==> src/rtl/display_pkg.sv <==
// Shared definitions for the front-panel display source arbiter:
// FSM state encoding, override-bank address map and flag bit positions.
package display_pkg;

  typedef enum logic [1:0] {
    ST_CPU      = 2'd0,
    ST_MON_PEND = 2'd1,
    ST_MON      = 2'd2,
    ST_LOCKOUT  = 2'd3
  } arb_state_t;

  localparam int BANK_DEPTH = 8;
  localparam int BANK_WIDTH = 16;

  // Override-bank map; narrow fields live in the low bits of their entry.
  localparam logic [2:0] BANK_A          = 3'd0;
  localparam logic [2:0] BANK_X          = 3'd1;
  localparam logic [2:0] BANK_Y          = 3'd2;
  localparam logic [2:0] BANK_SP         = 3'd3;
  localparam logic [2:0] BANK_PC         = 3'd4;
  localparam logic [2:0] BANK_MEM_LO     = 3'd5;
  localparam logic [2:0] BANK_MEM_HI     = 3'd6;
  localparam logic [2:0] BANK_FLAGS_DATA = 3'd7;

  // Bit positions within cpu_flags / led_flags.
  localparam int FLAG_ZERO  = 0;
  localparam int FLAG_CARRY = 1;
  localparam int FLAG_DEC   = 2;
  localparam int FLAG_IRQ   = 3;
  localparam int FLAG_NEG   = 4;
  localparam int FLAG_OVF   = 5;
  localparam int FLAG_DASH  = 6;
  localparam int FLAG_BRK   = 7;

  // Pick one 16-bit entry out of the flattened bank image.
  function automatic logic [15:0] bank_entry(input logic [127:0] flat,
                                             input logic [2:0]   idx);
    return flat[{idx, 4'b0000} +: 16];
  endfunction

endpackage

==> src/rtl/override_bank.sv <==
// Monitor-owned 8x16 override register file. One write port; all entries
// are exposed at once so the top level can copy a whole frame in one edge.
module override_bank
  import display_pkg::*;
(
  input  logic         clk,
  input  logic         rst_n,
  input  logic         we,
  input  logic [2:0]   waddr,
  input  logic [15:0]  wdata,
  output logic [127:0] rd_flat
);

  logic [BANK_WIDTH-1:0] mem_q [BANK_DEPTH];

  // Entry storage; contents persist across grants, cleared only by reset.
  always_ff @(posedge clk or negedge rst_n) begin
    if (!rst_n) begin
      for (int i = 0; i < BANK_DEPTH; i++) mem_q[i] <= '0;
    end else if (we) begin
      mem_q[waddr] <= wdata;
    end
  end

  for (genvar g = 0; g < BANK_DEPTH; g++) begin : g_flat
    assign rd_flat[g*BANK_WIDTH +: BANK_WIDTH] = mem_q[g];
  end

endmodule

==> src/rtl/display_source_arb.sv <==
// Front-panel display source arbiter. Once per scan frame chooses between
// the live CPU register taps and the monitor override bank, so a scan never
// mixes two sources. Optional idle-grant timeout with lockout is built when
// DISPLAY_ARB_TIMEOUT_EN is defined.
//
//   state     | meaning
//   ----------+-----------------------------------------------------------
//   CPU       | panel shows CPU taps; mon_req seen at frame_start -> pend
//   MON_PEND  | one frame of settling; grant issued if mon_req still high
//   MON       | monitor owns panel; bank copied to outputs each frame
//   LOCKOUT   | grant revoked on idle; waits for mon_req low (timeout only)
module display_source_arb
  import display_pkg::*;
#(
  parameter int HOLD_FRAMES = 64
) (
  input  logic        clk,
  input  logic        rst_n,
  input  logic        frame_start,
  input  logic        cpu_valid,
  input  logic [7:0]  cpu_a,
  input  logic [7:0]  cpu_x,
  input  logic [7:0]  cpu_y,
  input  logic [7:0]  cpu_data,
  input  logic [15:0] cpu_sp,
  input  logic [15:0] cpu_pc,
  input  logic [23:0] cpu_mem,
  input  logic [7:0]  cpu_flags,
  input  logic        mon_req,
  output logic        mon_gnt,
  input  logic        mon_wr,
  input  logic [2:0]  mon_addr,
  input  logic [15:0] mon_wdata,
  output logic [7:0]  led_a,
  output logic [7:0]  led_x,
  output logic [7:0]  led_y,
  output logic [7:0]  led_data,
  output logic [15:0] led_sp,
  output logic [15:0] led_pc,
  output logic [23:0] led_mem,
  output logic [7:0]  led_flags,
  output logic        leds_valid,
  output logic        src_mon
);

  arb_state_t   state_q, state_d;
  logic         mon_gnt_d;
  logic         load_cpu, load_bank;
  logic         bank_we;
  logic         timeout;
  logic [127:0] bank_flat;
  logic [15:0]  ent_a, ent_x, ent_y, ent_sp, ent_pc, ent_mlo, ent_mhi, ent_fd;

  // Gate on the registered grant so a write on the falling-grant edge lands.
  assign bank_we = mon_wr & mon_gnt;

  override_bank u_bank (
    .clk     (clk),
    .rst_n   (rst_n),
    .we      (bank_we),
    .waddr   (mon_addr),
    .wdata   (mon_wdata),
    .rd_flat (bank_flat)
  );

  assign ent_a   = bank_entry(bank_flat, BANK_A);
  assign ent_x   = bank_entry(bank_flat, BANK_X);
  assign ent_y   = bank_entry(bank_flat, BANK_Y);
  assign ent_sp  = bank_entry(bank_flat, BANK_SP);
  assign ent_pc  = bank_entry(bank_flat, BANK_PC);
  assign ent_mlo = bank_entry(bank_flat, BANK_MEM_LO);
  assign ent_mhi = bank_entry(bank_flat, BANK_MEM_HI);
  assign ent_fd  = bank_entry(bank_flat, BANK_FLAGS_DATA);

  // Upper bytes of the narrow entries are storage only, never displayed.
  logic unused_bank_hi;
  assign unused_bank_hi = ^{ent_a[15:8], ent_x[15:8], ent_y[15:8], ent_mhi[15:8]};

`ifdef DISPLAY_ARB_TIMEOUT_EN
  localparam logic [7:0] HOLD_LIM = 8'(HOLD_FRAMES);

  logic [7:0] idle_cnt_q, idle_cnt_d;

  // Idle-frame counter: counts frame_starts in MON, saturates, cleared by
  // any accepted write (which takes priority over a coincident frame_start).
  always_comb begin
    idle_cnt_d = idle_cnt_q;
    timeout    = 1'b0;
    if (state_q != ST_MON || bank_we) begin
      idle_cnt_d = '0;
    end else if (frame_start) begin
      if (idle_cnt_q < HOLD_LIM) idle_cnt_d = idle_cnt_q + 8'd1;
      if (idle_cnt_q >= HOLD_LIM - 8'd1) timeout = 1'b1;
    end
  end

  // Idle-frame counter register.
  always_ff @(posedge clk or negedge rst_n) begin
    if (!rst_n) idle_cnt_q <= '0;
    else        idle_cnt_q <= idle_cnt_d;
  end
`else
  assign timeout = 1'b0;
  logic unused_hold;
  assign unused_hold = ^8'(HOLD_FRAMES);
`endif

  // Next-state, grant and output-load selection; everything but LOCKOUT
  // exit waits for frame_start.
  always_comb begin
    state_d   = state_q;
    mon_gnt_d = mon_gnt;
    load_cpu  = 1'b0;
    load_bank = 1'b0;
    case (state_q)
      ST_CPU: begin
        if (frame_start) begin
          load_cpu = 1'b1;
          if (mon_req) state_d = ST_MON_PEND;
        end
      end
      ST_MON_PEND: begin
        if (frame_start) begin
          load_cpu = 1'b1;
          if (mon_req) begin
            state_d   = ST_MON;
            mon_gnt_d = 1'b1;
          end else begin
            state_d = ST_CPU;
          end
        end
      end
      ST_MON: begin
        if (frame_start) begin
          if (timeout) begin
            load_cpu  = 1'b1;
            mon_gnt_d = 1'b0;
            state_d   = ST_LOCKOUT;
          end else begin
            load_bank = 1'b1;
            if (!mon_req) begin
              mon_gnt_d = 1'b0;
              state_d   = ST_CPU;
            end
          end
        end
      end
      ST_LOCKOUT: begin
        load_cpu = frame_start;
        if (!mon_req) state_d = ST_CPU;
      end
      default: state_d = ST_CPU;
    endcase
  end

  // State and grant registers; reset drops the grant immediately.
  always_ff @(posedge clk or negedge rst_n) begin
    if (!rst_n) begin
      state_q <= ST_CPU;
      mon_gnt <= 1'b0;
    end else begin
      state_q <= state_d;
      mon_gnt <= mon_gnt_d;
    end
  end

  // Display field registers, updated only on frame boundaries.
  always_ff @(posedge clk or negedge rst_n) begin
    if (!rst_n) begin
      led_a      <= '0;
      led_x      <= '0;
      led_y      <= '0;
      led_data   <= '0;
      led_sp     <= '0;
      led_pc     <= '0;
      led_mem    <= '0;
      led_flags  <= '0;
      leds_valid <= 1'b0;
      src_mon    <= 1'b0;
    end else if (load_cpu) begin
      led_a      <= cpu_a;
      led_x      <= cpu_x;
      led_y      <= cpu_y;
      led_data   <= cpu_data;
      led_sp     <= cpu_sp;
      led_pc     <= cpu_pc;
      led_mem    <= cpu_mem;
      led_flags  <= cpu_flags;
      leds_valid <= cpu_valid;
      src_mon    <= 1'b0;
    end else if (load_bank) begin
      led_a      <= ent_a[7:0];
      led_x      <= ent_x[7:0];
      led_y      <= ent_y[7:0];
      led_data   <= ent_fd[7:0];
      led_sp     <= ent_sp;
      led_pc     <= ent_pc;
      led_mem    <= {ent_mhi[7:0], ent_mlo};
      led_flags  <= ent_fd[15:8];
      leds_valid <= 1'b1;
      src_mon    <= 1'b1;
    end
  end

endmodule

==> config.mk <==
export PLATFORM = sky130hd
export DESIGN_NAME = display_source_arb
export DESIGN_NICKNAME = d
export VERILOG_FILES = /design/src/rtl/display_pkg.sv /design/src/rtl/override_bank.sv /design/src/rtl/display_source_arb.sv
export SDC_FILE = /design/constraint.sdc
export NUM_CORES = 1
export LEC_CHECK = 0
export CORE_ASPECT_RATIO = 0.9
export CORE_MARGIN = 4
export CORE_UTILIZATION = 30
export CTS_BUF_LIST = sky130_fd_sc_hd__clkbuf_8
export DETAILED_ROUTE_END_ITERATION = 10
export DONT_BUFFER_PORTS = 1
export REMOVE_ABC_BUFFERS = 1
export SETUP_SLACK_MARGIN = 0.1
export SYNTH_ARGS = -nofsm -noshare
export SYNTH_HDL_FRONTEND = slang
export SYNTH_SLANG_ARGS = --single-unit
==> constraint.sdc <==
create_clock -name clk -period 3.2 [get_ports clk]
set_input_delay 0 -clock clk [delete_from_list [all_inputs] [get_ports clk]]
set_output_delay 0 -clock clk [all_outputs]
set_load 0.01 [all_outputs]
Word-level counts from Yosys, hierarchy flattened --
Cells that the tools add are included.
Operators by class: equal/unequal tests 9, reductions and logical operators 7, mux-type cells 37, bitwise logic cells 2, $lt $le $gt $ge 2
Operator list (number):
- $bwmux W128 | 1
- $mux W16 | 5
- $mux W8 | 10
- $demux W16 S3 | 1
- $mux W24 | 2
- $mux W2 | 6
- $ne A2 B2 Y1 const B | 6
- $mux W1 | 9
- $pmux W2 S4 | 1
- $reduce_and A5 Y1 | 1
- $eq A2 B2 Y1 const B | 2
- $ge A4 B4 Y1 const B | 1
- $lt A4 B1 Y1 const B | 1
- $not A3 Y4 | 1
- $reduce_and A4 Y1 | 1
- $reduce_bool A2 Y1 | 2
- $pmux W1 S3 | 1
- $eq A2 B1 Y1 const B | 1
- $logic_not A2 Y1 | 1
- $pmux W1 S2 | 1
- $reduce_or A2 Y1 | 1
- $and A1 B1 Y1 | 1
- $logic_and A1 B1 Y1 | 1
Word-level totals: word-level logic and storage cells 77, output and inout port bits 99, flip-flop bits (word level) 229, input port bits 121

Longest topological paths before layout --
word-level depth 6, gate-level depth with buffers 6, mapped depth without buffers 3

Hierarchy --
From an unflattened synthesis, not the netlist that was laid out.
Unflattened totals: cell total of the unflattened synthesis 847, area, all modules 10476.3 um2
By module, submodules not included:
- display_source_arb | seq. area each 2527.4 um2, times used 1, area each 5561.6 um2, cells an instance 568
- override_bank | seq. area each 3203.1 um2, times used 1, area each 4914.7 um2, cells an instance 279

Worst setup path before layout --
Ideal clock, no wire load.
path kind register -> register, start point register mon_gnt, end point register u_bank.mem_q, in the netlist u_bank.rd_flat[69], arrival time 1.435 ns, cell stages (with the launch flop) 5, path slack 1.640 ns, clock period less this slack 1.560 ns, data required time 3.075 ns, buffers on the path 1, setup time 0.125 ns, path through dfrtp_1 -> nand3b_1 -> nor2_2 -> buf_4 -> mux2_2
Between the ends: cells in the longest elaborated chain, start to end 1
RTL lines:
- start, declared | line display_source_arb.sv:30 | output logic mon_gnt,
- start signal, assigned | line display_source_arb.sv:163 | mon_gnt <= mon_gnt_d;
- $and A1 B1 Y1 | line display_source_arb.sv:55 | assign bank_we = mon_wr & mon_gnt;
- end signal, assigned by index | line override_bank.sv:21 | mem_q[waddr] <= wdata;
- end, declared | line override_bank.sv:14 | logic [BANK_WIDTH-1:0] mem_q [BANK_DEPTH];
Every way passes these cells. A chain may end at the register's enable or synchronous reset.

Worst setup path after layout --
start point register state_q[0], end point register led_pc[6]
Between the ends: cells in the longest elaborated chain, start to end 4, elaborated cells on any way between the ends 9, classes of those cells 3 x eq/ne; 3 x mux; 3 x reduce/logical
RTL lines:
- start, declared | line display_source_arb.sv:46 | arb_state_t state_q, state_d;
- start signal, assigned | line display_source_arb.sv:162 | state_q <= state_d;
- $eq A2 B1 Y1 or $logic_not A2 Y1 (tied branches) | line display_source_arb.sv:115 | case (state_q)
- $reduce_or A2 Y1 (no source line)
- $pmux W1 S3 | line display_source_arb.sv:115
- $mux W16 or $reduce_bool A2 Y1 (tied branches)
- end signal, assigned | line display_source_arb.sv:186 | led_pc <= cpu_pc;
- end signal, assigned | line display_source_arb.sv:197 | led_pc <= ent_pc;
- end, declared | line display_source_arb.sv:39 | output logic [15:0] led_pc,
Several ways; a longest one is shown, not always the timed one.

==> metrics.md <==
| Metric | Value |
|---|---|
| Seq cells post-synth | 197 |
| Area post-placement | 8520 µm² |
| Root Driver | clkbuf_8 |
| Layout Area Growth over Synthesis | 23.2% |
| Synth top area share | 0.600 |
| Hold_buf cts | 116 |
| Cell taking the most area after synthesis | dfrtp_1 |
| Sequential power share | 0.553 |
| Outcome | finished with violations |
| Die W | 182 µm |
| Skew-Pair Late Insertion Delay | 0.48 ns |
| Top delay family on crit path | buffers and inverters |
| Layout net count | 871 |
| Comb pwr share | 0.178 |
| Via/cell ratio | 4.69 |
| Net switching power | 1.91 mW |
| Crit-path cells | nor2b_4, buf_4, mux2i_1, a21oi_1, dlygate4sd3_1 |
| Fillcell total | 2612 |
| Detailed Routing Iterations Pass 1 | 4 |
| Detail Route Antenna Nets | 0 |
| Failing checks | negative hold slack |
| Vias in the first global route | 5479 |
| GP Congestion | 0.721 |
| Sw Share | 0.301 |
| Cell Pwr Density | 627 nW/µm² |
| WHS | -0.782 ns |
| Synth Area in Compound Gates | 0.0623 |
| Worst endpoint required time | 3.55 ns |
| Core Area | 27000 µm² |
| Post-Synth Adder-Cell Area | 0 |
| Fmax | 0.406 GHz |
| Worst-path fanout max | 49 |
| Setup Buffers After CTS | 0 |
| Initial antenna violation count | 2 |
| Yosys cell types | 21 |
| Synth Area in Simple Gates | 0.0591 |
| Sequential fraction of the synthesis area | 0.600 |
| CTS tree | done |
| First-pass GRT wire length | 32.7 mm |
| Count leader, synth | dfrtp_1 |
| Fin crit period | 2.47 ns |
| Clock Tree Buf Depth | 2 |
| Drc violations | 0 |
| Final count of pins violating max slew | 0 |
| Diodes inserted | 0 |
| Endpoints failing setup | 0 |
| Grt ovf | 0 |
| Worst-Margin Slew | 0.872 ns |
| Fin. Hold Viols | 197 |
| Busiest metal layer after global routing | met2 |
| Post-cts resize count | 0 |
| CP Buf/Inv Count | 2 |
| Die H | 165 µm |
| Synth Area per Inst | 12.6 µm² |
| Leakage | 4.08 nW |
| Iteration-0 DRC Markers | 258 |
| XOR/XNOR share of the synthesized area | 0 |
| Pin count of the biggest net entering global routing | 198 |
| Worst Hold Class | input port to async pin |
| Layout cell share with drive strength beyond 1 | 0.177 |
| Worst endpoint data arrival time | 2.82 ns |
| Critical-path top delay cell | buf_4 |
| Setup_tns | 0 ns |
| Fin Clk Skew | 0.0206 ns |
| Synth area leaders | dfrtp_1 (60%), mux2i_1 (12%), mux2_2 (11%) |
| Synth async-reset ratio | 1.00 |
| Post-Route WL | 21.0 mm |
| Top_reg_cell synth | dfrtp_1 |
| HPWL Detailed | 12.8 mm |
| Total power | 6.34 mW |
| Met3 usage | 0.0487 |
| Wirelength per Cell | 18.8 µm |
| Main combinational cell family by area after synthesis | multiplexers |
| Mux cell area share after synthesis | 0.255 |
| Clock power share | 0.269 |
| Mapped Area | 8210 µm² |
| Crit-path max cell delay | 0.66 ns |
| H-tree Lvls | 4 |
| Kind of critical path | flop to flop |
| Synth cell count leaders | dfrtp_1 (197), nor2_1 (99), a21oi_1 (97) |
| Worst Setup End Kind | flop |
| Final period util | 0.771 |
| Slew HR | 0.419 |
| Number of synthesized flops with an enable pin | 0 |
| Clock sink count | 197 |
| Met2 Use GR | 0.218 |
| GRT Overall Usage | 0.141 |
| Final Core Density | 0.375 |
| RSZ-0062 raised after global routing | false |
| Warnings, synthesis | 0 |
| Routing usage on met1 | 0.190 |
| CTS clk-pin slew, worst paths | 0.12 ns |
| P_int | 4.43 mW |
| Port Buf Inserts | 0 |
| Post-Layout Inst Area | 10100 µm² |
| Maximum VDD drop | 0.347 mV |
| Boundary Pins | 220 |
| Crit path launch type | flop |
| DIE AREA | 30100 µm² |
| Initial Util | 0.305 |
| Post-Synthesis Cells | 650 |
| Via count | 5242 |
| Num CTS Buffers | 17 |
| Max Cap Viol | 0 |
| FP Rows | 57 |
[cell type report]
| type | instances | area, µm² | share of cell area |
|---|---|---|---|
| Sequential cell | 197 | 4930 | 0.487 |
| Multi-Input combinational cell | 414 | 3110 | 0.307 |
| Timing Repair Buffer | 120 | 1220 | 0.121 |
| Tap cell | 354 | 443 | 0.0438 |
| Clock buffer | 18 | 248 | 0.0245 |
| Clock inverter | 14 | 168 | 0.0166 |
[through the flow]
step	instances	setup slack, ns
after global placement	969	1.17
after CTS	1117	0.743
final	1117	0.734
after floorplan	611	-4.18
after global routing	1117	0.536
after detailed placement	969	1.11
[path summary, 6_finish.rpt]
| kind | cells past startpoint | from | slack, ns | endpoint |
|---|---|---|---|---|
| min in group clk | 3 | mon_addr[0] | 0.05 | u_bank.rd_flat[100]$_DFFE_PN0P_ |
| setup reg to reg | 5 | state_q[0]$_DFFE_PN0P_ | 0.73 | led_pc[6]$_DFFE_PN0P_ |
| hold reg to reg | 1 | u_bank.rd_flat[34]$_DFFE_PN0P_ | 0.50 | u_bank.rd_flat[34]$_DFFE_PN0P_ |
| max in group asynchronous | 0 | rst_n | 3.72 | led_x[7]$_DFFE_PN0P_ |
| hold / removal | 0 | rst_n | -0.78 | led_sp[13]$_DFFE_PN0P_ |
| setup / recovery | 5 | state_q[0]$_DFFE_PN0P_ | 0.73 | led_pc[6]$_DFFE_PN0P_ |
[routing by layer]
layer	vias up	part of all wire	wire length, µm
li1	2480	-	-
met1	2569	0.46	9590
met2	167	0.46	9650
met3	22	0.069	1460
met4	4	0.012	250
met5	-	0.0011	24
[worst reg2reg max path: cells and delay by family, from the launching register on]
kind / cells / cell delay, ns
compound gates: 1 / 0.09
buf+inv: 2 / 1.22
flops: 1 / 0.49
mux: 1 / 0.36
simple gates: 1 / 0.18
[registers in the layout (all words and copies together) (netlist names)]
signal          count
led_x               8
led_y               8
src_mon             1
state_q             2
led_pc             16
led_mem            24
led_data            8
led_a               8
led_sp             16
leds_valid          1
mon_gnt             1
u_bank.rd_flat     96
led_flags           8
[kinds of logic after synthesis]
group                  count (synthesis)
muxes                                194
AOI/OAI and AO/OA                    102
DFF                                  197
and+or+nand+nor                      118
buffers and inverters                 39
[power by group through the flow]
stage               Sequential [mW]  Clock [mW]  Combinational, mW
finish                         3.51        1.71               1.13
global route                   3.58        1.90               1.25
CTS                            3.52        1.81               1.14
detailed placement             3.57           0              0.944
global placement               3.57           0              0.905
floorplan                      3.40           0              0.945
[cell usage in the layout, fill, tap and decap left out, types with 5 or more instances in the layout]
cell type      Yosys  final
dfrtp_1          197    197
dlygate4sd3_1      0    115
clkbuf_8           0     18
mux2_1             8      8
mux2_2            82     82
clkinv_4           0      5
mux2i_1           96     96
nor2_1            99     99
mux2_4             8      8
a21oi_1           97     97
No activity file was read; power rests on OpenSTA's default activity.
